<file path="config.mk">
export PLATFORM = sky130hd
export DESIGN_NAME = poly_clk_seq
export DESIGN_NICKNAME = d
export VERILOG_FILES = /design/src/rtl/poly_clk_seq.sv
export SDC_FILE = /design/constraint.sdc
export NUM_CORES = 1
export LEC_CHECK = 0
export ABC_AREA = 1
export CORE_MARGIN = 2
export CORE_UTILIZATION = 45
export CTS_BUF_LIST = sky130_fd_sc_hd__clkbuf_2 sky130_fd_sc_hd__clkbuf_4 sky130_fd_sc_hd__clkbuf_8
export CTS_CLUSTER_SIZE = 40
export DETAILED_ROUTE_END_ITERATION = 16
export PLACE_DENSITY = 0.65
export SLEW_MARGIN = 20
export SYNTH_ARGS = -nofsm -noshare
export SYNTH_HDL_FRONTEND = slang
export SYNTH_SLANG_ARGS = --single-unit
</file>
<file path="constraint.sdc">
create_clock -name clk -period 1.6 [get_ports clk]
set_input_delay 0.32 -clock clk [delete_from_list [all_inputs] [get_ports clk]]
set_output_delay 0.32 -clock clk [all_outputs]
set_load 0.02 [all_outputs]
</file>
<file path="src/rtl/poly_clk_seq.sv">
`default_nettype none
// ============================================================================
//  Module   : poly_clk_seq
//  Purpose  : Poly-cell chain clock sequencer. Flushes the poly chain after
//             reset or init, then enables the chain and derives two
//             independent base ticks (64 kHz / 15 kHz) from clk with
//             free-running prescalers that freeze under debug halt.
//
//  Ports
//    clk        in   single clock, all state updates on its rising edge
//    R          in   synchronous active-high reset
//    init       in   hold chain cleared / prescalers stopped while high
//    halt       in   debug freeze of poly stepping and prescalers
//    sel15k     in   base_tick source select (1 = 15 kHz, 0 = 64 kHz)
//    enp, enn   out  poly-chain positive / negative phase enables
//    poly_R     out  clear input to every poly-chain cell
//    tick64     out  one-cycle 64 kHz pulse
//    tick15     out  one-cycle 15 kHz pulse
//    base_tick  out  tick15 if sel15k else tick64
//    busy       out  high while the chain is being flushed
//
//  Revision : 1.0  initial release
// ============================================================================
module poly_clk_seq #(
    parameter int POLY_LEN = 17,
    parameter int DIV64    = 28,
    parameter int DIV15    = 114
) (
    input  logic clk,
    input  logic R,
    input  logic init,
    input  logic halt,
    input  logic sel15k,
    output logic enp,
    output logic enn,
    output logic poly_R,
    output logic tick64,
    output logic tick15,
    output logic base_tick,
    output logic busy
);

    // ------------------------------------------------------------------
    // Counter widths and terminal values
    // ------------------------------------------------------------------
    localparam int c_W64 = (DIV64 > 1) ? $clog2(DIV64) : 1;
    localparam int c_W15 = (DIV15 > 1) ? $clog2(DIV15) : 1;
    localparam int c_WFL = (POLY_LEN > 0) ? $clog2(POLY_LEN + 1) : 1;

    localparam logic [c_W64-1:0] c_LAST64     = c_W64'(DIV64 - 1);
    localparam logic [c_W15-1:0] c_LAST15     = c_W15'(DIV15 - 1);
    localparam logic [c_W64-1:0] c_ONE64      = c_W64'(1);
    localparam logic [c_W15-1:0] c_ONE15      = c_W15'(1);
    localparam logic [c_WFL-1:0] c_FLUSH_LAST = c_WFL'(POLY_LEN - 1);
    localparam logic [c_WFL-1:0] c_FLUSH_ONE  = c_WFL'(1);

    typedef enum logic [1:0] {
        ST_RST   = 2'd0,
        ST_FLUSH = 2'd1,
        ST_HOLD  = 2'd2,
        ST_RUN   = 2'd3
    } state_t;

    // ------------------------------------------------------------------
    // Registered state, counters and outputs
    // ------------------------------------------------------------------
    state_t           r_state;
    logic [c_WFL-1:0] r_flushCnt;
    logic [c_W64-1:0] r_pre64;
    logic [c_W15-1:0] r_pre15;
    logic             r_enp;
    logic             r_polyR;
    logic             r_busy;
    logic             r_tick64;
    logic             r_tick15;

    // ------------------------------------------------------------------
    // Next-state values
    // ------------------------------------------------------------------
    state_t           w_stateNext;
    logic [c_WFL-1:0] w_flushNext;
    logic [c_W64-1:0] w_pre64Next;
    logic [c_W15-1:0] w_pre15Next;
    logic             w_runActive;
    logic             w_enpNext;
    logic             w_polyRNext;
    logic             w_busyNext;
    logic             w_tick64Next;
    logic             w_tick15Next;

    // State transitions. init seen during FLUSH only matters in the last
    // flush cycle (choosing HOLD over RUN); it never restarts the flush.
    always_comb begin
        w_stateNext = r_state;
        w_flushNext = r_flushCnt;
        case (r_state)
            ST_RST: begin
                w_stateNext = ST_FLUSH;
                w_flushNext = '0;
            end
            ST_FLUSH: begin
                if (r_flushCnt == c_FLUSH_LAST) begin
                    w_stateNext = init ? ST_HOLD : ST_RUN;
                    w_flushNext = '0;
                end else begin
                    w_flushNext = r_flushCnt + c_FLUSH_ONE;
                end
            end
            ST_HOLD: begin
                if (!init) begin
                    w_stateNext = ST_RUN;
                end
            end
            ST_RUN: begin
                if (init) begin
                    w_stateNext = ST_FLUSH;
                    w_flushNext = '0;
                end
            end
            default: begin
                w_stateNext = ST_RST;
                w_flushNext = '0;
            end
        endcase
    end

    // Prescalers. They are zero outside RUN and on the first RUN cycle, and
    // advance at the end of each RUN cycle that was not halted. Inside RUN,
    // r_enp is high exactly in non-halted cycles, so it doubles as the
    // "this cycle counted" flag without a separate halt register.
    always_comb begin
        w_pre64Next = '0;
        w_pre15Next = '0;
        if ((r_state == ST_RUN) && (w_stateNext == ST_RUN)) begin
            w_pre64Next = r_pre64;
            w_pre15Next = r_pre15;
            if (r_enp) begin
                w_pre64Next = (r_pre64 == c_LAST64) ? '0 : (r_pre64 + c_ONE64);
                w_pre15Next = (r_pre15 == c_LAST15) ? '0 : (r_pre15 + c_ONE15);
            end
        end
    end

    // Output values for the cycle about to begin. halt sampled at the edge
    // applies to the cycle that edge starts.
    always_comb begin
        w_runActive  = (w_stateNext == ST_RUN) && !halt;
        w_enpNext    = (w_stateNext == ST_FLUSH) || w_runActive;
        w_polyRNext  = (w_stateNext != ST_RUN);
        w_busyNext   = (w_stateNext == ST_RST) || (w_stateNext == ST_FLUSH);
        w_tick64Next = w_runActive && (w_pre64Next == c_LAST64);
        w_tick15Next = w_runActive && (w_pre15Next == c_LAST15);
    end

    // ------------------------------------------------------------------
    // Sequencer register bank; R overrides everything, mid-flush included.
    // ------------------------------------------------------------------
    always_ff @(posedge clk) begin
        if (R) begin
            r_state    <= ST_RST;
            r_flushCnt <= '0;
            r_pre64    <= '0;
            r_pre15    <= '0;
            r_enp      <= 1'b0;
            r_polyR    <= 1'b1;
            r_busy     <= 1'b1;
            r_tick64   <= 1'b0;
            r_tick15   <= 1'b0;
        end else begin
            r_state    <= w_stateNext;
            r_flushCnt <= w_flushNext;
            r_pre64    <= w_pre64Next;
            r_pre15    <= w_pre15Next;
            r_enp      <= w_enpNext;
            r_polyR    <= w_polyRNext;
            r_busy     <= w_busyNext;
            r_tick64   <= w_tick64Next;
            r_tick15   <= w_tick15Next;
        end
    end

    // ------------------------------------------------------------------
    // Outputs. Both phase enables share one flop so they can never differ.
    // base_tick is the only output with a combinational input path.
    // ------------------------------------------------------------------
    assign enp       = r_enp;
    assign enn       = r_enp;
    assign poly_R    = r_polyR;
    assign busy      = r_busy;
    assign tick64    = r_tick64;
    assign tick15    = r_tick15;
    assign base_tick = sel15k ? r_tick15 : r_tick64;

endmodule
`default_nettype wire

</file>
==> metrics.md, run 1 <==
| Metric | Value |
|---|---|
| Outcome | `complete, no violations` |
| Worst-path clk slew | `140 ps` |
| Commonest non-fill, non-tap cell in the layout | `nand2_1` |
| Largest net degree at the start of global routing | `14` |
| # IOs | `12` |
| Max Slew Vio Count | `0` |
| Placed insts | `217` |
| Vias in the first global route | `962` |
| Post-Syn Instances | `172` |
| Vert. Die Dim | `56.4 um` |
| Clock Skew | `9.03 ps` |
| Crit path required time | `1280 ps` |
| Design area | `1450 um^2` |
| Crit start category | `input port` |
| Syn Area/Cell | `7.19 um^2` |
| Chip width | `56.4 um` |
| RePlAce Congestion | `0.753` |
| Min Clock Period, post-route | `1580 ps` |
| Total Power | `0.994 mW` |
| Max VDD drop | `0.000484 V` |
| CP bufs+invs | `2` |
| Hold Vio Cnt, Final | `0` |
| Synth top area cells | `dfxtp_1 39%, nand2_1 12%, inv_1 7.9%` |
| RSZ-0062 raised after global routing | `false` |
| Max_cap viols | `0` |
| Clk sinks | `24` |
| Layout cell share with drive strength beyond 1 | `12.6%` |
| Worst hold margin | `517 ps` |
| Filler cells | `268` |
| Initial antenna violation count | `0` |
| H-Tree Depth | `1` |
| Synth area leader | `dfxtp_1` |
| Sequential cell area | `482 um^2` |
| Period Utilization, post-route | `98.5%` |
| Placed inst area | `1410 um^2` |
| Clock latency on the worst-skew pair | `320 ps` |
| Kind of critical path | `input port to primary output` |
| YS warnings | `0` |
| Critical Path Sink Type | `primary output` |
| Highest-count cells in the layout ignoring fill and taps | `40 x nand2_1, 26 x inv_1, 25 x nor2_1` |
| Hold Startpoint | `r_flushCnt[1]` |
| Syn Nets | `182` |
| Total congestion overflow | `0` |
| Total CTS buffers | `3` |
| Worst-Margin Slew | `284 ps` |
| Initial drt markers | `29` |
| CP max-delay cell | `clkdlybuf4s50_1` |
| DRC violations left | `0` |
| Yosys cell types | `25` |
| Crit path cell chain | `clkdlybuf4s50_1 -> mux2_2 -> buf_6` |
| Initial core utilization | `46.0%` |
| CTS tree | `done` |
| Max_slew headroom | `81.0%` |
| Post-synthesis sequential area ratio | `38.9%` |
| CTS Hold Bufs | `0` |
| Worst Hold Class | `register to register` |
| CP delay by family, top | `buffers and inverters` |
| Final wirelength | `2.27 mm` |
| PwrDens | `685 nW/um^2` |
| Via count | `1041` |
| NumNets Final | `201` |
| Largest stage delay, worst path | `470 ps` |
| Finished Layout Cells | `221` |
| Setup ws final | `23.8 ps` |
| Core area | `2690 um^2` |
| Final ANT Viol Nets | `0` |
| Row Count | `19` |
| CP startpoint | `sel15k` |
| Via/cell ratio | `4.71` |
| Layout area overhead | `17.3%` |
| # diodes | `0` |
| Drt first pass iters | `4` |
| WL/cell | `10.3 um` |
| Clock buffer depth | `2` |
| #FFs+latches synth | `24` |
| Total GRT Usage | `15.3%` |
| I/O Buffers | `11` |
| First-pass GRT wire length | `3.82 mm` |
| Mapped cell area | `1240 um^2` |
| Root Driver | `clkbuf_4` |
| CP arrival | `1260 ps` |
| Share of the synthesized area in the top cell type | `38.9%` |
| P_leak | `0.652 nW` |
| Critical R2R Launch | `r_flushCnt[1]` |
| Fmax achieved | `634 MHz` |
| Die area | `3180 um^2` |
| Multi-input gate area | `632 um^2` |
| # setup viols final | `0` |
| Crit path max fanout | `1` |
| Worst slack, placed | `-362 ps` |
| Hpwl dp | `1.78 mm` |
routing by layer:
layer / share of wire, % / GRT usage [%]
met5: 0 / 0
met4: 0.75 / 7.14
met3: 3.4 / 2.30
met2: 46 / 25.5
met1: 50 / 19.4
path summary, 6_finish.rpt:
| path | to | slack, ps | cells past startpoint |
|---|---|---|---|
| worst min register to register | r_flushCnt[1] | 520 | 2 |
| worst min-delay path | r_flushCnt[1] | 520 | 2 |
| worst max register to register | tick15 | 180 | 11 |
| worst max-delay path | base_tick | 20 | 3 |
registers in the layout, indices dropped and copies added (netlist names):
signal and cells:
tick64 1, r_pre64 5, busy 1, r_state 2
r_pre15 7, tick15 1, enn 1, r_flushCnt 5
poly_R 1
power breakdown:
part	switching [mW]	total [mW]	internal (mW)	leakage, nW
Clock	0.185	0.324	0.139	0.0210
Sequential	0.00589	0.610	0.604	0.195
Combinational	0.0316	0.0592	0.0276	0.436
synthesized netlist by cell type:
cell and number:
nand4_1 3, xor2_2 1, inv_1 26, nand3_2 1, o21ai_1 2, a2bb2oi_1 1, nand3_1 8, nor3_1 1
nor2_2 4, buf_4 1, xor2_1 4, nor2_4 2, ha_1 5, xnor2_1 2, clkbuf_1 1, nand2_4 2
inv_2 1, a21oi_1 10, nand2_1 40, o21ai_0 5, o21a_1 1, nor2_1 25, mux2_2 1, buf_6 1
dfxtp_1 24
logic make-up (layout without fill, tap and decap cells):
family | count (synthesis) | count (layout) | synth area share [%]
flip-flops | 24 | 24 | 38.9
multiplexers | 1 | 1 | 0.911
XOR/XNOR | 7 | 7 | 5.57
AO/OA/AOI/OAI | 19 | 19 | 8.20
buffers and inverters | 30 | 48 | 10.0
AND/OR/NAND/NOR | 86 | 86 | 31.4
adder cells (fa/ha/maj) | 5 | 5 | 5.06
metrics by stage:
| step | TNS (ps) | utilization (%) |
|---|---|---|
| 2_1_floorplan | 0 | - |
| 3_3_place_gp | -369 | 52.4 |
| 3_5_place_dp | -384 | 52.4 |
| 4_1_cts | 0 | 53.4 |
| 5_1_grt | 0 | 54.0 |
| 6_report | 0 | 54.0 |
worst min-delay path: stages (launching register included):
cell and delay [ps]:
dfxtp_1 360, nand2_1 70, a21oi_1 50
area by class of cell:
cell class              instances  area share [%]
clock buffers                   4            2.50
flip-flops and latches         24            33.2
repair buffers                 17            11.0
multi-input cells             118            43.6
well taps                      31            2.67
inverters                      27            6.99
timing repair:
action	4_1_cts	5_1_grt
buffers inserted	0	0
resized for setup	7	6
setup endpoints to repair	4	5
Power figures use the tool's default switching activity.
==> run 2: changes to the inputs <==
CORE_MARGIN = unset   (was 2)
DONT_BUFFER_PORTS = 1   (was unset)
PLACE_DENSITY = unset   (was 0.65)
clock period = 1.7 ns   (was 1.6 ns; I/O delays follow)
==> run 2 against run 1 <==
Against the previous run: clock-buffer cell count stayed put; combinational power is 44% lower; hold slack worse by 450 ps; critical endpoint is now enn; clock power is 6.8% lower; core utilization is 2.8 points lower; highest routed layer unchanged; sequential power is 5.6% lower.
==> metrics.md, run 2 (same netlist as run 1, synthesis figures left out) <==
| Metric | Value |
|---|---|
| RePlAce Congestion | `0.762` |
| Critical Path Sink Type | `primary output` |
| Hold Startpoint | `R` |
| Initial drt markers | `17` |
| Period Utilization, post-route | `87.6%` |
| Commonest non-fill, non-tap cell in the layout | `nand2_1` |
| Max Slew Vio Count | `0` |
| Initial core utilization | `48.6%` |
| Max_slew headroom | `74.7%` |
| Setup bufs post-CTS | `0` |
| Final wirelength | `2.20 mm` |
| Max VDD drop | `0.000442 V` |
| CTS Hold Bufs | `0` |
| Crit path cell chain | `buf_4` |
| Worst-path clk slew | `140 ps` |
| Logic pwr share | `3.7%` |
| Clock buffer depth | `2` |
| CP arrival | `1150 ps` |
| Initial antenna violation count | `0` |
| I/O Buffers | `0` |
| Final ANT Viol Nets | `0` |
| Max_cap viols | `0` |
| Clk pwr share | `33.1%` |
| Vias in the first global route | `886` |
| Drt first pass iters | `4` |
| # diodes | `0` |
| CP delay by family, top | `flip-flops` |
| Critical R2R Launch | `enn` |
| Via count | `1005` |
| Highest-count cells in the layout ignoring fill and taps | `40 x nand2_1, 26 x inv_1, 25 x nor2_1` |
| Placed insts | `201` |
| Net Sw Frac | `21.8%` |
| Clock Skew | `9.81 ps` |
| Root Driver | `clkbuf_4` |
| Total congestion overflow | `0` |
| Layout area overhead | `5.36%` |
| First-pass GRT wire length | `3.86 mm` |
| P_leak | `0.563 nW` |
| H-Tree Depth | `1` |
| Chip width | `54.4 um` |
| Die area | `2960 um^2` |
| Internal power | `0.712 mW` |
| Clk sinks | `24` |
| Total CTS buffers | `3` |
| PwrDens | `699 nW/um^2` |
| Hold Vio Cnt, Final | `0` |
| Total GRT Usage | `18.6%` |
| CP startpoint | `enn` |
| Vert. Die Dim | `54.4 um` |
| Worst-Margin Slew | `380 ps` |
| RSZ-0062 raised after global routing | `false` |
| Reg power frac | `63.2%` |
| Row Count | `18` |
| WL/cell | `10.7 um` |
| Clock latency on the worst-skew pair | `320 ps` |
| Biggest registers after layout | `r_pre15 (7), r_flushCnt (5), r_pre64 (5)` |
| Crit path required time | `1360 ps` |
| Largest net degree at the start of global routing | `14` |
| CP bufs+invs | `1` |
| Fmax achieved | `671 MHz` |
| Post-cts sizing count | `0` |
| # IOs | `12` |
| Flip-flop count of the largest register after layout | `7` |
| Setup TNS | `0 ps` |
| # setup viols final | `0` |
| Crit path max fanout | `8` |
| CTS tree | `done` |
| Core area | `2540 um^2` |
| Kind of critical path | `register to primary output` |
| Largest Register | `r_pre15` |
| Min Clock Period, post-route | `1490 ps` |
| Layout cell share with drive strength beyond 1 | `10.3%` |
| Crit start category | `register` |
| Finished Layout Cells | `205` |
| Via/cell ratio | `4.90` |
| Total Power | `0.911 mW` |
| Hpwl dp | `1.73 mm` |
| Net switching power | `0.199 mW` |
| DRC violations left | `0` |
| CP max-delay cell | `dfxtp_1` |
| Largest stage delay, worst path | `570 ps` |
| Outcome | `complete, no violations` |
| NumNets Final | `186` |
| Worst Hold Class | `input port to register` |
==> run 2: cell types whose count changed in the layout (fill, tap and decap cells not counted) <==
| cell | before | now |
|---|---|---|
| buf_4 | 6 | 2 |
| dlygate4sd2_1 | 3 | 0 |
| dfxtp_2 | 1 | 0 |
| clkdlybuf4s50_1 | 4 | 0 |
| dfxtp_1 | 23 | 24 |
| buf_6 | 1 | 0 |
| dlymetal6s2s_1 | 3 | 0 |
==> run 2: area by class of cell <==
type	count	area [um^2]
Sequential cell	24	480
Clock buffer	4	36.3
Multi-Input combinational cell	118	632
Fill cell	246	1240
Inverter	27	101
Timing Repair Buffer	2	15.0
Tap cell	30	37.5
==> run 2: worst register-to-register path, cell delays in order (launching register included) <==
cell and delay [ps]:
dfxtp_1 570, buf_4 230, nand2_4 60, nor2_4 120, xor2_2 160, nand2_1 60
nor2_1 90, nand2_1 60, nor2_2 60
==> run 2: final timing paths <==
path,end,slack (ps),cells after the start
max,enn,210,1
min reg2reg,r_flushCnt[1],500,2
max reg2reg,tick64,230,8
min,r_pre15[2],70,1
==> run 2: power by group through the flow <==
stage	Clock (mW)	Combinational, mW	Sequential (mW)
detailed placement	0	0.0333	0.588
floorplan	0	0.0324	0.587
CTS	0.312	0.0334	0.576
global placement	0	0.0325	0.588
global route	0.343	0.0381	0.578
finish	0.302	0.0334	0.576
==> run 2: through the flow <==
| stage | utilization, % | hold slack, ps | worst slack (ps) | area (um^2) |
|---|---|---|---|---|
| after floorplan | - | 436 | 400 | 1240 |
| after global placement | 49.8 | 412 | 227 | 1270 |
| after detailed placement | 49.8 | 417 | 237 | 1270 |
| after CTS | 51.2 | 62.6 | 178 | 1300 |
| after global routing | 51.2 | 39.0 | 45.6 | 1300 |
| final | 51.2 | 71.1 | 211 | 1300 |
==> run 2: metal layers <==
layer	track usage (%)	part of all wire (%)
met1	25.9	51
met2	27.0	43
met3	4.44	4.6
met4	7.69	1.6
met5	0	0
